`config.mk`:
```
export PLATFORM = sky130hd
export DESIGN_NAME = bcd_to_bin_seq_flat
export DESIGN_NICKNAME = d
export VERILOG_FILES = /design/src/rtl/bcd_to_bin_seq_pkg.sv /design/src/rtl/bcd_to_bin_seq_if.sv /design/src/rtl/bcd_to_bin_seq_digit_mac.sv /design/src/rtl/bcd_to_bin_seq.sv /design/src/flat_wrapper.sv
export SDC_FILE = /design/constraint.sdc
export NUM_CORES = 1
export LEC_CHECK = 0
export BUFFER_PORTS_ARGS = -buffer_cell sky130_fd_sc_hd__buf_4
export CAP_MARGIN = 25
export CORE_MARGIN = 2
export CORE_UTILIZATION = 50
export CTS_CLUSTER_SIZE = 30
export DETAILED_ROUTE_END_ITERATION = 8
export PLACE_DENSITY = 0.71
export SYNTH_ARGS = -nofsm -noshare
export SYNTH_HDL_FRONTEND = slang
export SYNTH_SLANG_ARGS = --single-unit
```
`constraint.sdc`:
```
create_clock -name clk -period 4.9 [get_ports clk]
set_clock_uncertainty 0.1 [all_clocks]
set_input_delay 0.245 -clock clk [delete_from_list [all_inputs] [get_ports clk]]
set_output_delay 0.245 -clock clk [all_outputs]
set_load 0.01 [all_outputs]
```
`src/rtl/bcd_to_bin_seq_pkg.sv`:
```
// Shared constants and state type for the BCD <-> binary conversion path.
package bcd_to_bin_seq_pkg;

  localparam int DIGIT_W   = 4;
  localparam int MAX_DIGIT = 9;

  typedef enum logic [1:0] {
    IDLE = 2'd0,
    CONV = 2'd1,
    DONE = 2'd2
  } state_e;

endpackage

```
`src/rtl/bcd_to_bin_seq_if.sv`:
```
// Handshake bundle for the BCD-to-binary converter: input side and result side.
interface bcd_to_bin_seq_if #(
  parameter int DIGITS = 4,
  parameter int OUT_W  = 16
);

  logic                  in_valid;
  logic                  in_ready;
  logic [4*DIGITS-1:0]   bcd_in;
  logic                  out_valid;
  logic                  out_ready;
  logic [OUT_W-1:0]      bin_out;
  logic                  err;

  modport slave (
    input  in_valid, bcd_in, out_ready,
    output in_ready, out_valid, bin_out, err
  );

  modport master (
    output in_valid, bcd_in, out_ready,
    input  in_ready, out_valid, bin_out, err
  );

endinterface

```
`src/rtl/bcd_to_bin_seq_digit_mac.sv`:
```
// One Horner step: acc*10 + digit at OUT_W width, plus a non-decimal digit flag.
module bcd_digit_mac
  import bcd_to_bin_seq_pkg::*;
#(
  parameter int OUT_W = 16
) (
  input  logic [OUT_W-1:0]   acc_i,
  input  logic [DIGIT_W-1:0] digit_i,
  output logic [OUT_W-1:0]   acc_o,
  output logic               digit_bad_o
);

  // *10 as shift-and-add; carries beyond OUT_W are dropped (modulo wrap)
  assign acc_o       = (acc_i << 3) + (acc_i << 1) + OUT_W'(digit_i);
  assign digit_bad_o = (digit_i > DIGIT_W'(MAX_DIGIT));

endmodule

```
`src/rtl/bcd_to_bin_seq.sv`:
```
// Sequential BCD-to-binary converter, one digit per clock. Define BCD_CHECK_EN to flag non-decimal nibbles.
module bcd_to_bin_seq
  import bcd_to_bin_seq_pkg::*;
#(
  parameter int DIGITS = 4,
  parameter int OUT_W  = 16
) (
  input  logic              clk,
  input  logic              rst_n,
  bcd_to_bin_seq_if.slave   bus_if
);

  localparam int SR_W  = DIGIT_W * DIGITS;
  localparam int CNT_W = (DIGITS > 1) ? $clog2(DIGITS) : 1;

  state_e             state_q, state_d;
  logic [OUT_W-1:0]   acc_q, acc_d;
  logic [OUT_W-1:0]   bin_q, bin_d;
  logic [SR_W-1:0]    sr_q, sr_d;
  logic [CNT_W-1:0]   cnt_q, cnt_d;
  logic               err_q, err_d;
  logic               err_out_q, err_out_d;

  logic [OUT_W-1:0]   mac_acc;
  logic               digit_bad;
  logic               err_next;

  bcd_digit_mac #(
    .OUT_W (OUT_W)
  ) u_mac (
    .acc_i       (acc_q),
    .digit_i     (sr_q[SR_W-1 -: DIGIT_W]),
    .acc_o       (mac_acc),
    .digit_bad_o (digit_bad)
  );

`ifdef BCD_CHECK_EN
  assign err_next = err_q | digit_bad;
`else
  logic unused_digit_bad;
  assign unused_digit_bad = digit_bad;
  assign err_next         = 1'b0;
`endif

  always_comb begin
    state_d   = state_q;
    acc_d     = acc_q;
    bin_d     = bin_q;
    sr_d      = sr_q;
    cnt_d     = cnt_q;
    err_d     = err_q;
    err_out_d = err_out_q;
    unique case (state_q)
      IDLE: begin
        if (bus_if.in_valid) begin
          sr_d    = bus_if.bcd_in;
          acc_d   = '0;
          err_d   = 1'b0;
          cnt_d   = CNT_W'(DIGITS - 1);
          state_d = CONV;
        end
      end
      CONV: begin
        acc_d = mac_acc;
        sr_d  = sr_q << DIGIT_W;
        err_d = err_next;
        if (cnt_q == '0) begin
          // An invalid digit anywhere forces a zero result alongside err
          bin_d     = err_next ? '0 : mac_acc;
          err_out_d = err_next;
          state_d   = DONE;
        end else begin
          cnt_d = cnt_q - 1'b1;
        end
      end
      DONE: begin
        if (bus_if.out_ready) begin
          state_d = IDLE;
        end
      end
      default: state_d = IDLE;
    endcase
  end

  always_ff @(posedge clk or negedge rst_n) begin
    if (!rst_n) begin
      state_q   <= IDLE;
      acc_q     <= '0;
      bin_q     <= '0;
      sr_q      <= '0;
      cnt_q     <= '0;
      err_q     <= 1'b0;
      err_out_q <= 1'b0;
    end else begin
      state_q   <= state_d;
      acc_q     <= acc_d;
      bin_q     <= bin_d;
      sr_q      <= sr_d;
      cnt_q     <= cnt_d;
      err_q     <= err_d;
      err_out_q <= err_out_d;
    end
  end

  assign bus_if.in_ready  = (state_q == IDLE);
  assign bus_if.out_valid = (state_q == DONE);
  assign bus_if.bin_out   = bin_q;
  assign bus_if.err       = err_out_q;

endmodule
```
`src/flat_wrapper.sv`:
```
// flat-port wrapper written by rule: the top's interface ports become plain ports
module bcd_to_bin_seq_flat import bcd_to_bin_seq_pkg::*;
#(
  parameter int DIGITS = 4,
  parameter int OUT_W  = 16
)
  (clk, rst_n, bus_if_in_valid, bus_if_bcd_in, bus_if_out_ready, bus_if_in_ready, bus_if_out_valid, bus_if_bin_out, bus_if_err);
  bcd_to_bin_seq_if #(.DIGITS(DIGITS), .OUT_W(OUT_W)) bus_if_i ();
  input  logic clk;
  input  logic rst_n;
  input wire logic [$bits(bus_if_i.in_valid)-1:0] bus_if_in_valid;
  input wire logic [$bits(bus_if_i.bcd_in)-1:0] bus_if_bcd_in;
  input wire logic [$bits(bus_if_i.out_ready)-1:0] bus_if_out_ready;
  output wire logic [$bits(bus_if_i.in_ready)-1:0] bus_if_in_ready;
  output wire logic [$bits(bus_if_i.out_valid)-1:0] bus_if_out_valid;
  output wire logic [$bits(bus_if_i.bin_out)-1:0] bus_if_bin_out;
  output wire logic [$bits(bus_if_i.err)-1:0] bus_if_err;
  assign bus_if_i.in_valid = bus_if_in_valid;
  assign bus_if_i.bcd_in = bus_if_bcd_in;
  assign bus_if_i.out_ready = bus_if_out_ready;
  assign bus_if_in_ready = bus_if_i.in_ready;
  assign bus_if_out_valid = bus_if_i.out_valid;
  assign bus_if_bin_out = bus_if_i.bin_out;
  assign bus_if_err = bus_if_i.err;
  bcd_to_bin_seq #(.DIGITS(DIGITS), .OUT_W(OUT_W)) u_core (.clk(clk), .rst_n(rst_n), .bus_if(bus_if_i));
endmodule
```
==> out/metrics.yaml, run 1 <==
synth:
  synth_area_per_cell_um2: 9.59
  syn_area_um2: 3020
  synth-edff-count: 0
  synth-seq-cells: 51
  postSynthCellCount: 315
  async_flop_share: 1.00
  synthesis.nets: 364
  yosysUniqueCellTypes: 51
  ys_seq_area_frac: 0.422
  synth_warnings: 0
  synthFlopType: "dfrtp_1"
die:
  start_util: 0.513
  fp.coreArea_um2: 5890
  die_area_um2: 6680
  die_w_um: 81.7
  die_h_um: 81.7
  io_pins: 39
  core.rowCount: 28
timing:
  setup-violations-final: 0
  worst-slew-pin-transition_ps: 638
  rsz0062_at_grt: "false"
  finalMaxSlewViolations: 0
  max_freq_mhz: 370
  fin_setup_tns_ps: 0
  slew_headroom: 0.575
  fin_crit_sh: 0.552
  min_period_ps: 2700
  hold_violations: 0
clocking:
  clock_latency_ps: 310
  htreeDepth: 2
  clock-sinks: 51
  hold_buffers: 1
  cts-root-buf: "clkbuf_8"
  cts_resized: 0
  max-clock-path-buffers: 2
  postCtsSetupRepairBufs: 0
  clk_pin_slew_ps: 100
  tritoncts: "yes"
  cts_made_buffers: 5
worst_setup_path:
  critPathLaunch: "u_core.acc_q[2]$_DFFE_PN0P_"
  crit_slowest_cell: "fa_1"
  reg2reg_to: "u_core.acc_q[12]$_DFFE_PN0P_"
  cpPeakStageDelay_ps: 490
  crit_chain: "inv_1 > fa_1 > fa_1 > nor2b_1 > o31ai_2 > a211o_1 > and4_1 > a211o_1"
  cp-end-kind: "flop"
  arrival_ps: 2800
  worstSetupEndpoint: "u_core.acc_q[12]$_DFFE_PN0P_"
  critical_path.max_fanout: 4
  timing.rr.start: "u_core.acc_q[2]$_DFFE_PN0P_"
  rrSetupSlack_ps: 2200
  start_kind: "flop"
  crit_required_ps: 5000
  reg2reg_depth: 8
  critPathKind: "reg -> reg"
drt:
  via_count: 2347
  viasPerCell: 5.56
  antenna_left: 0
  wl_per_cell_um: 14.4
  route.detailed.drc: 0
  first_pass_iters: 4
  drtIter0Drc: 131
  drt-total-wl_mm: 6.08
final_layout:
  drive_above_1_share: 0.167
  fin_util: 0.588
  area_growth_pct: 14.6
  nNetsFinal: 395
  antenna_cells: 0
worst_hold_path:
  holdPathStages: 2
  hold_class: "in -> reg"
global_route:
  grt_pass1_vias: 2187
  grt_overflow: 0
  grt_max_degree: 52
  antenna_found_initial: 0
  grt_pass1_wl_mm: 10.4
  track_usage: 0.202
job:
  drv_cap: 0
power:
  p_leak_uw: 0.00171
  ir_drop_mv: 0.307
  power_density_nw_per_um2: 785
  power.total_uw: 2720
placed_design:
  dpl.hpwl_mm: 4.46
  gp_congestion: 0.908
  io_buffers: 37
run_status:
  status: "completed"
## cells by family (layout without fill, tap and decap cells)
kind of cell             after synthesis  after routing  synth area share
AO/OA/AOI/OAI                         88             88             0.185
XOR/XNOR                               6              6            0.0174
adder cells (fa/ha/maj)               29             29             0.125
buffers and inverters                 29             61            0.0451
flip-flops                            51             51             0.422
multiplexers                          15             15            0.0509
other                                  1              1           0.00124
AND/OR/NAND/NOR                       96             96             0.153
## layout by cell type, fill, tap and decap left out, types with 8 or more instances in the layout
cell type / Yosys / final
nand3_1: 8 / 8
inv_1: 12 / 12
ha_1: 27 / 27
o21ai_0: 35 / 35
nand2_1: 47 / 47
mux2i_1: 12 / 12
buf_4: 2 / 40
nor2_1: 10 / 10
dfrtp_1: 51 / 51
a21oi_1: 18 / 18
## power by group
| group | internal [uW] | total (uW) | leakage [uW] | switching, uW |
|---|---|---|---|---|
| combinational | 701 | 1630 | 0.00101 | 931 |
| clock | 168 | 317 | 0.0000618 | 149 |
| sequential | 625 | 770 | 0.000639 | 145 |
| total | 1490 | 2720 | 0.00171 | 1220 |
## per-stage QoR
stage / std cells / instance area, um2 / worst slack [ps] / hold slack, ps
6_report: 422 / 3460 / 2200 / 10.2
3_3_place_gp: 413 / 3330 / 2290 / 219
4_1_cts: 422 / 3460 / 2190 / 1.44
5_1_grt: 422 / 3460 / 2050 / 3.39
3_5_place_dp: 413 / 3330 / 2220 / 221
2_1_floorplan: 315 / 3020 / 2280 / -151
## cell usage after synthesis, types with 4 or more instances
cell | instances | area (um2)
clkbuf_1 | 4 | 15.0
and2_1 | 4 | 25.0
nand2_1 | 47 | 176
ha_1 | 27 | 338
nor2b_1 | 7 | 43.8
a21oi_1 | 18 | 90.1
nand3_1 | 8 | 40.0
o21ai_0 | 35 | 175
mux2i_1 | 12 | 120
o31ai_1 | 4 | 30.0
inv_1 | 12 | 45.0
nor2_1 | 10 | 37.5
dfrtp_1 | 51 | 1280
buf_2 | 10 | 50.1
nand2b_1 | 4 | 25.0
## critical path, delay by kind of cell (launching register included)
kind                       cells  cell delay [ps]
AOI/OAI and AO/OA              3              650
buffers and inverters          1               70
DFF                            1              400
adders and majority gates      2              970
and+or+nand+nor                2              410
## state kept, by name (all words and copies together), names as in the netlist
name	count
u_core.sr_q	16
u_core.state_q	2
u_core.cnt_q	2
u_core.bus_if.bin_out	16
u_core.acc_q	15
## metal layers
metal / vias up / GRT usage / share of wire
met5: - / 0 / 0
met4: 0 / 0.0450 / 0.0090
met3: 7 / 0.0407 / 0.038
met2: 43 / 0.328 / 0.47
met1: 1115 / 0.280 / 0.49
li1: 1182 / - / -
## final cells by class
| type | count | area [um2] |
|---|---|---|
| multi-input combinational | 235 | 1620 |
| clock inverter | 2 | 38.8 |
| sequential | 51 | 1280 |
| timing repair buffer | 41 | 310 |
| tap | 75 | 93.8 |
| fill | 540 | 2420 |
| inverter | 12 | 45.0 |
| clock buffer | 6 | 82.6 |
## worst min-delay path by stage
stage,end,start,slack [ps]
6_report,u_core.state_q[1]$_DFFE_PN0P_,bus_if_out_ready,10
3_3_place_gp,u_core.bus_if.bin_out[6]$_DFFE_PN0P_,rst_n,220
4_1_cts,u_core.state_q[1]$_DFFE_PN0P_,bus_if_out_ready,1
5_1_grt,u_core.state_q[1]$_DFFE_PN0P_,bus_if_out_ready,3
2_1_floorplan,u_core.acc_q[0]$_DFFE_PN0P_,rst_n,-150
3_5_place_dp,u_core.bus_if.bin_out[6]$_DFFE_PN0P_,rst_n,220
Power figures use the tool's default switching activity.
==> run 2, diff against run 1 <==
ABC_AREA = 1   (was not set)
PLACE_DENSITY = 0.73   (was 0.71)
clock period = 2.4 ns   (was 4.9 ns; I/O delays follow)
==> out/metrics.yaml, run 2 <==
run_status:
  status: "completed"
clocking:
  htreeDepth: 2
  tritoncts: "yes"
  max-clock-path-buffers: 2
  clk_pin_slew_ps: 90
  clock-sinks: 51
  clock_latency_ps: 300
  cts_made_buffers: 5
  cts-root-buf: "clkbuf_8"
  postCtsSetupRepairBufs: 0
die:
  core.rowCount: 28
  io_pins: 39
  fp.coreArea_um2: 5920
  die_w_um: 82.3
  die_area_um2: 6770
  die_h_um: 82.3
  start_util: 0.517
synth:
  yosysUniqueCellTypes: 31
  synthFlopType: "dfrtp_1"
  async_flop_share: 1.00
  postSynthCellCount: 386
  syn_area_um2: 3060
  synth_top_area_share: 0.417
  synth_top_cell_by_area: "dfrtp_1"
  synth_area_per_cell_um2: 7.94
  synth-edff-count: 0
  synthesis.nets: 435
  synth-seq-cells: 51
  synth_warnings: 0
  yosys-top-cells-count: "nand2_1 (122), dfrtp_1 (51), inv_1 (49)"
  ys_seq_area_frac: 0.417
  yosysMostFrequentCell: "nand2_1"
  netlist_top_cells_area: "dfrtp_1 (42%), nand2_1 (15%), ha_1 (11%)"
drt:
  antenna_left: 0
  wl_per_cell_um: 13.0
  first_pass_iters: 4
  drt-total-wl_mm: 6.54
  drtIter0Drc: 87
  viasPerCell: 5.13
  route.detailed.drc: 0
  via_count: 2585
final_layout:
  layout_commonest_cell: "nand2_1"
  antenna_cells: 0
  area_growth_pct: 17.7
  fin_area_um2: 3600
  nNetsFinal: 477
  mostFrequentLayoutCells: "nand2_1 (122), dfrtp_1 (51), inv_1 (47)"
  drive_above_1_share: 0.161
timing:
  min_period_ps: 2270
  finalMaxSlewViolations: 0
  slew_headroom: 0.579
  setup-violations-final: 0
  max_freq_mhz: 440
  worst_slack_ps: 126
  hold_violations: 0
  fin_crit_sh: 0.948
  worst-slew-pin-transition_ps: 632
worst_setup_path:
  arrival_ps: 2370
  critPathLaunch: "u_core.acc_q[1]$_DFFE_PN0P_"
  crit_family: "simple AND/OR/NAND/NOR gates"
  cp-end-kind: "flop"
  cpPeakStageDelay_ps: 420
  crit_buf_inv: 2
  critPathKind: "reg -> reg"
  crit_slowest_cell: "dfrtp_1"
  start_kind: "flop"
  crit_path_frequent_cell: "nand2_1"
  crit_required_ps: 2490
  crit_chain: "ha_1 > ha_1 > inv_1 > fa_2 > inv_1 > nand3_1 > nand3_2 > nand2_1 > nand2_1 > or2_2 > nand3_1 > nand2_1"
  critical_path.max_fanout: 4
  timing.rr.start: "u_core.acc_q[1]$_DFFE_PN0P_"
job:
  drv_cap: 0
placed_design:
  gp_congestion: 0.977
  io_buffers: 37
  dpl.hpwl_mm: 4.90
  placed_cell_area_um2: 3390
  pre_cts_ws_ps: 35.3
global_route:
  antenna_found_initial: 0
  grt_overflow: 0
  grt_pass1_wl_mm: 11.0
  track_usage: 0.212
  grt_max_degree: 52
  grt_pass1_vias: 2425
worst_hold_path:
  hold_class: "in -> reg"
  hp-start: "bus_if_bcd_in[7]"
-- run 2: cell types whose count changed after synthesis, moves of 4 or more --
cell | before | now
nand2_1 | 47 | 122
inv_1 | 12 | 49
nand3_1 | 8 | 26
mux2i_1 | 12 | 0
nor2_1 | 10 | 21
o21ai_0 | 35 | 25
nor2b_1 | 7 | 0
buf_2 | 10 | 5
and2_1 | 4 | 0
nand2b_1 | 4 | 0
-- run 2: through the flow --
stage / TNS (ps) / std cells / hold WS [ps] / utilization
finish: 0 / 504 / 18.3 / 0.609
global route: -36.2 / 504 / 27.7 / 0.609
CTS: 0 / 504 / 15.9 / 0.603
detailed placement: 0 / 490 / 83.1 / 0.573
global placement: 0 / 490 / 90.2 / 0.573
floorplan: 0 / 386 / -276 / -
-- run 2: repair_timing --
action	in CTS	in global routing
resized for setup	0	9
hold buffers	6	0
endpoints found under the hold margin	56	0
endpoints found under the setup margin	0	19
-- run 2: worst min-delay path, delay by kind of cell --
family | cells | cell delay [ps]
buffers and inverters | 1 | 80
AO/OA/AOI/OAI | 2 | 190
-- run 2: layout make-up --
class,count,area [um2]
clock buffers,6,82.6
clock inverters,2,35.0
fillers,522,2320
inverters,53,204
multi-input cells,272,1560
flip-flops and latches,51,1280
well taps,75,93.8
repair buffers,45,353
-- run 2: final timing paths --
path	to	slack (ps)	depth (start not counted)
worst min register to register	u_core.bus_if.bin_out[12]$_DFFE_PN0P_	390	2
worst max register to register	u_core.bus_if.bin_out[8]$_DFFE_PN0P_	130	12
max in group asynchronous	u_core.bus_if.bin_out[13]$_DFFE_PN0P_	1500	2
worst min-delay path	u_core.sr_q[7]$_DFFE_PN0P_	20	3
worst max-delay path	u_core.bus_if.bin_out[8]$_DFFE_PN0P_	130	12
min in group asynchronous	u_core.sr_q[8]$_DFFE_PN0P_	270	2
-- run 2: cells by family after synthesis --
kind of cell | Yosys count | synth area share
compound gates | 55 | 0.103
simple gates | 181 | 0.254
flops | 51 | 0.417
buf+inv | 63 | 0.0846
xor+xnor | 6 | 0.0172
fa+ha+maj | 29 | 0.123
other cells | 1 | 0.00122
-- run 2: routing by layer --
metal | vias to the layer above | global-route usage | wire (um)
li1 | 1321 | - | -
met1 | 1195 | 0.287 | 3050
met2 | 56 | 0.345 | 3080
met3 | 13 | 0.0326 | 274
met4 | 0 | 0.0767 | 138
met5 | - | 0 | 0
Power of run 2 is left out: the tool's default activity adds up to more than one toggle a clock period on the data nets, which glitch-free logic cannot reach.
==> run 3, diff against run 2 <==
CORE_MARGIN = 1.5   (was 2)
HOLD_SLACK_MARGIN = 0.02   (was not set)
==> out/metrics.yaml, run 3 (same netlist as run 2, synthesis figures left out) <==
timing:
  max_freq_mhz: 444
  min_period_ps: 2250
  fin_crit_sh: 0.938
  slew_headroom: 0.568
  hold_violations: 0
  finalMaxSlewViolations: 0
  worst-slew-pin-transition_ps: 648
  fin_setup_tns_ps: 0
  holdWs_ps: 13.8
  setup-violations-final: 0
clocking:
  cts-root-buf: "clkbuf_8"
  cts_made_buffers: 5
  clock_latency_ps: 300
  tritoncts: "yes"
  htreeDepth: 2
  clk_pin_slew_ps: 100
  max-clock-path-buffers: 2
  clock-sinks: 51
final_layout:
  nNetsFinal: 484
  drive_above_1_share: 0.154
  area_growth_pct: 18.7
  layout_commonest_cell: "nand2_1"
  mostFrequentLayoutCells: "nand2_1 (122), dfrtp_1 (51), inv_1 (49)"
  antenna_cells: 0
worst_setup_path:
  reg2reg_to: "u_core.bus_if.bin_out[8]$_DFFE_PN0P_"
  crit_chain: "buf_4 > ha_1 > ha_1 > nand3_1 > nand3_2 > nand2_1 > nand2_1 > or2_2 > nand3_1 > nand2_1"
  arrival_ps: 2340
  rrSetupSlack_ps: 150
  crit_slowest_cell: "dfrtp_1"
  critical_path.max_fanout: 6
  cp-end-kind: "flop"
  crit_path_frequent_cell: "nand2_1"
  crit_family: "simple AND/OR/NAND/NOR gates"
  cpPeakStageDelay_ps: 420
  timing.rr.start: "u_core.acc_q[1]$_DFFE_PN0P_"
  worstSetupEndpoint: "u_core.bus_if.bin_out[8]$_DFFE_PN0P_"
  crit_buf_inv: 1
  critPathKind: "reg -> reg"
  critPathLaunch: "u_core.acc_q[1]$_DFFE_PN0P_"
  crit_required_ps: 2490
  reg2reg_depth: 10
  start_kind: "flop"
  worstSetupPathDepth: 10
die:
  die_h_um: 81.3
  core.rowCount: 28
  fp.coreArea_um2: 5920
  start_util: 0.517
  die_area_um2: 6600
  io_pins: 39
  die_w_um: 81.3
placed_design:
  dpl.hpwl_mm: 4.94
  io_buffers: 37
  gp_congestion: 0.908
global_route:
  grt_overflow: 0
  grt_pass1_wl_mm: 11.5
  track_usage: 0.225
  grt_max_degree: 52
  antenna_found_initial: 0
  grt_pass1_vias: 2522
drt:
  route.detailed.drc: 0
  via_count: 2628
  drt-total-wl_mm: 6.89
  viasPerCell: 5.14
  antenna_left: 0
  wl_per_cell_um: 13.5
  drtIter0Drc: 147
  first_pass_iters: 5
worst_hold_path:
  hold_class: "in -> reg"
run_status:
  status: "completed"
job:
  drv_cap: 0
-- run 3: how the worst min path moves through the flow --
stage	end	startpoint	cells past startpoint	slack (ps)
CTS	u_core.sr_q[3]$_DFFE_PN0P_	bus_if_in_valid	2	20
finish	u_core.sr_q[4]$_DFFE_PN0P_	bus_if_bcd_in[4]	3	10
global route	u_core.sr_q[0]$_DFFE_PN0P_	bus_if_in_valid	2	30
floorplan	u_core.acc_q[0]$_DFFE_PN0P_	rst_n	0	-280
global placement	u_core.sr_q[8]$_DFFE_PN0P_	rst_n	1	90
detailed placement	u_core.sr_q[8]$_DFFE_PN0P_	rst_n	1	90
-- run 3: timing repair --
| action | in CTS | in global routing |
|---|---|---|
| setup buffers | 0 | 2 |
| endpoints found under the hold margin | 61 | 0 |
| hold buffers | 11 | 0 |
| gates resized for setup | 0 | 5 |
| endpoints found under the setup margin | 0 | 15 |
-- run 3: cell type report --
type / count / area (um2)
Fill cell: 500 / 2290
Multi-Input combinational cell: 272 / 1550
Sequential cell: 51 / 1280
Timing Repair Buffer: 52 / 418
Inverter: 53 / 204
Tap cell: 75 / 93.8
Clock buffer: 5 / 68.8
Clock inverter: 3 / 23.8
-- run 3: tightest hold or removal path: cells and delay by family --
family | cells | cell delay (ps)
AO/OA/AOI/OAI | 2 | 180
buffers and inverters | 1 | 70
-- run 3: layer usage --
layer	vias to the layer above	GRT usage	wire length, um
li1	1327	-	-
met1	1225	0.311	3130
met2	70	0.375	3420
met3	6	0.0326	301
met4	0	0.0466	40
met5	-	0	0
-- run 3: stage by stage --
step / util / area [um2] / setup slack (ps) / std cells
4_1_cts: 0.608 / 3600 / 55.5 / 509
3_5_place_dp: 0.573 / 3390 / 83.7 / 490
6_report: 0.614 / 3630 / 148 / 511
3_3_place_gp: 0.573 / 3390 / 138 / 490
2_1_floorplan: - / 3060 / 232 / 386
5_1_grt: 0.614 / 3630 / -6.83 / 511
Power of run 3 is left out for the same reason.
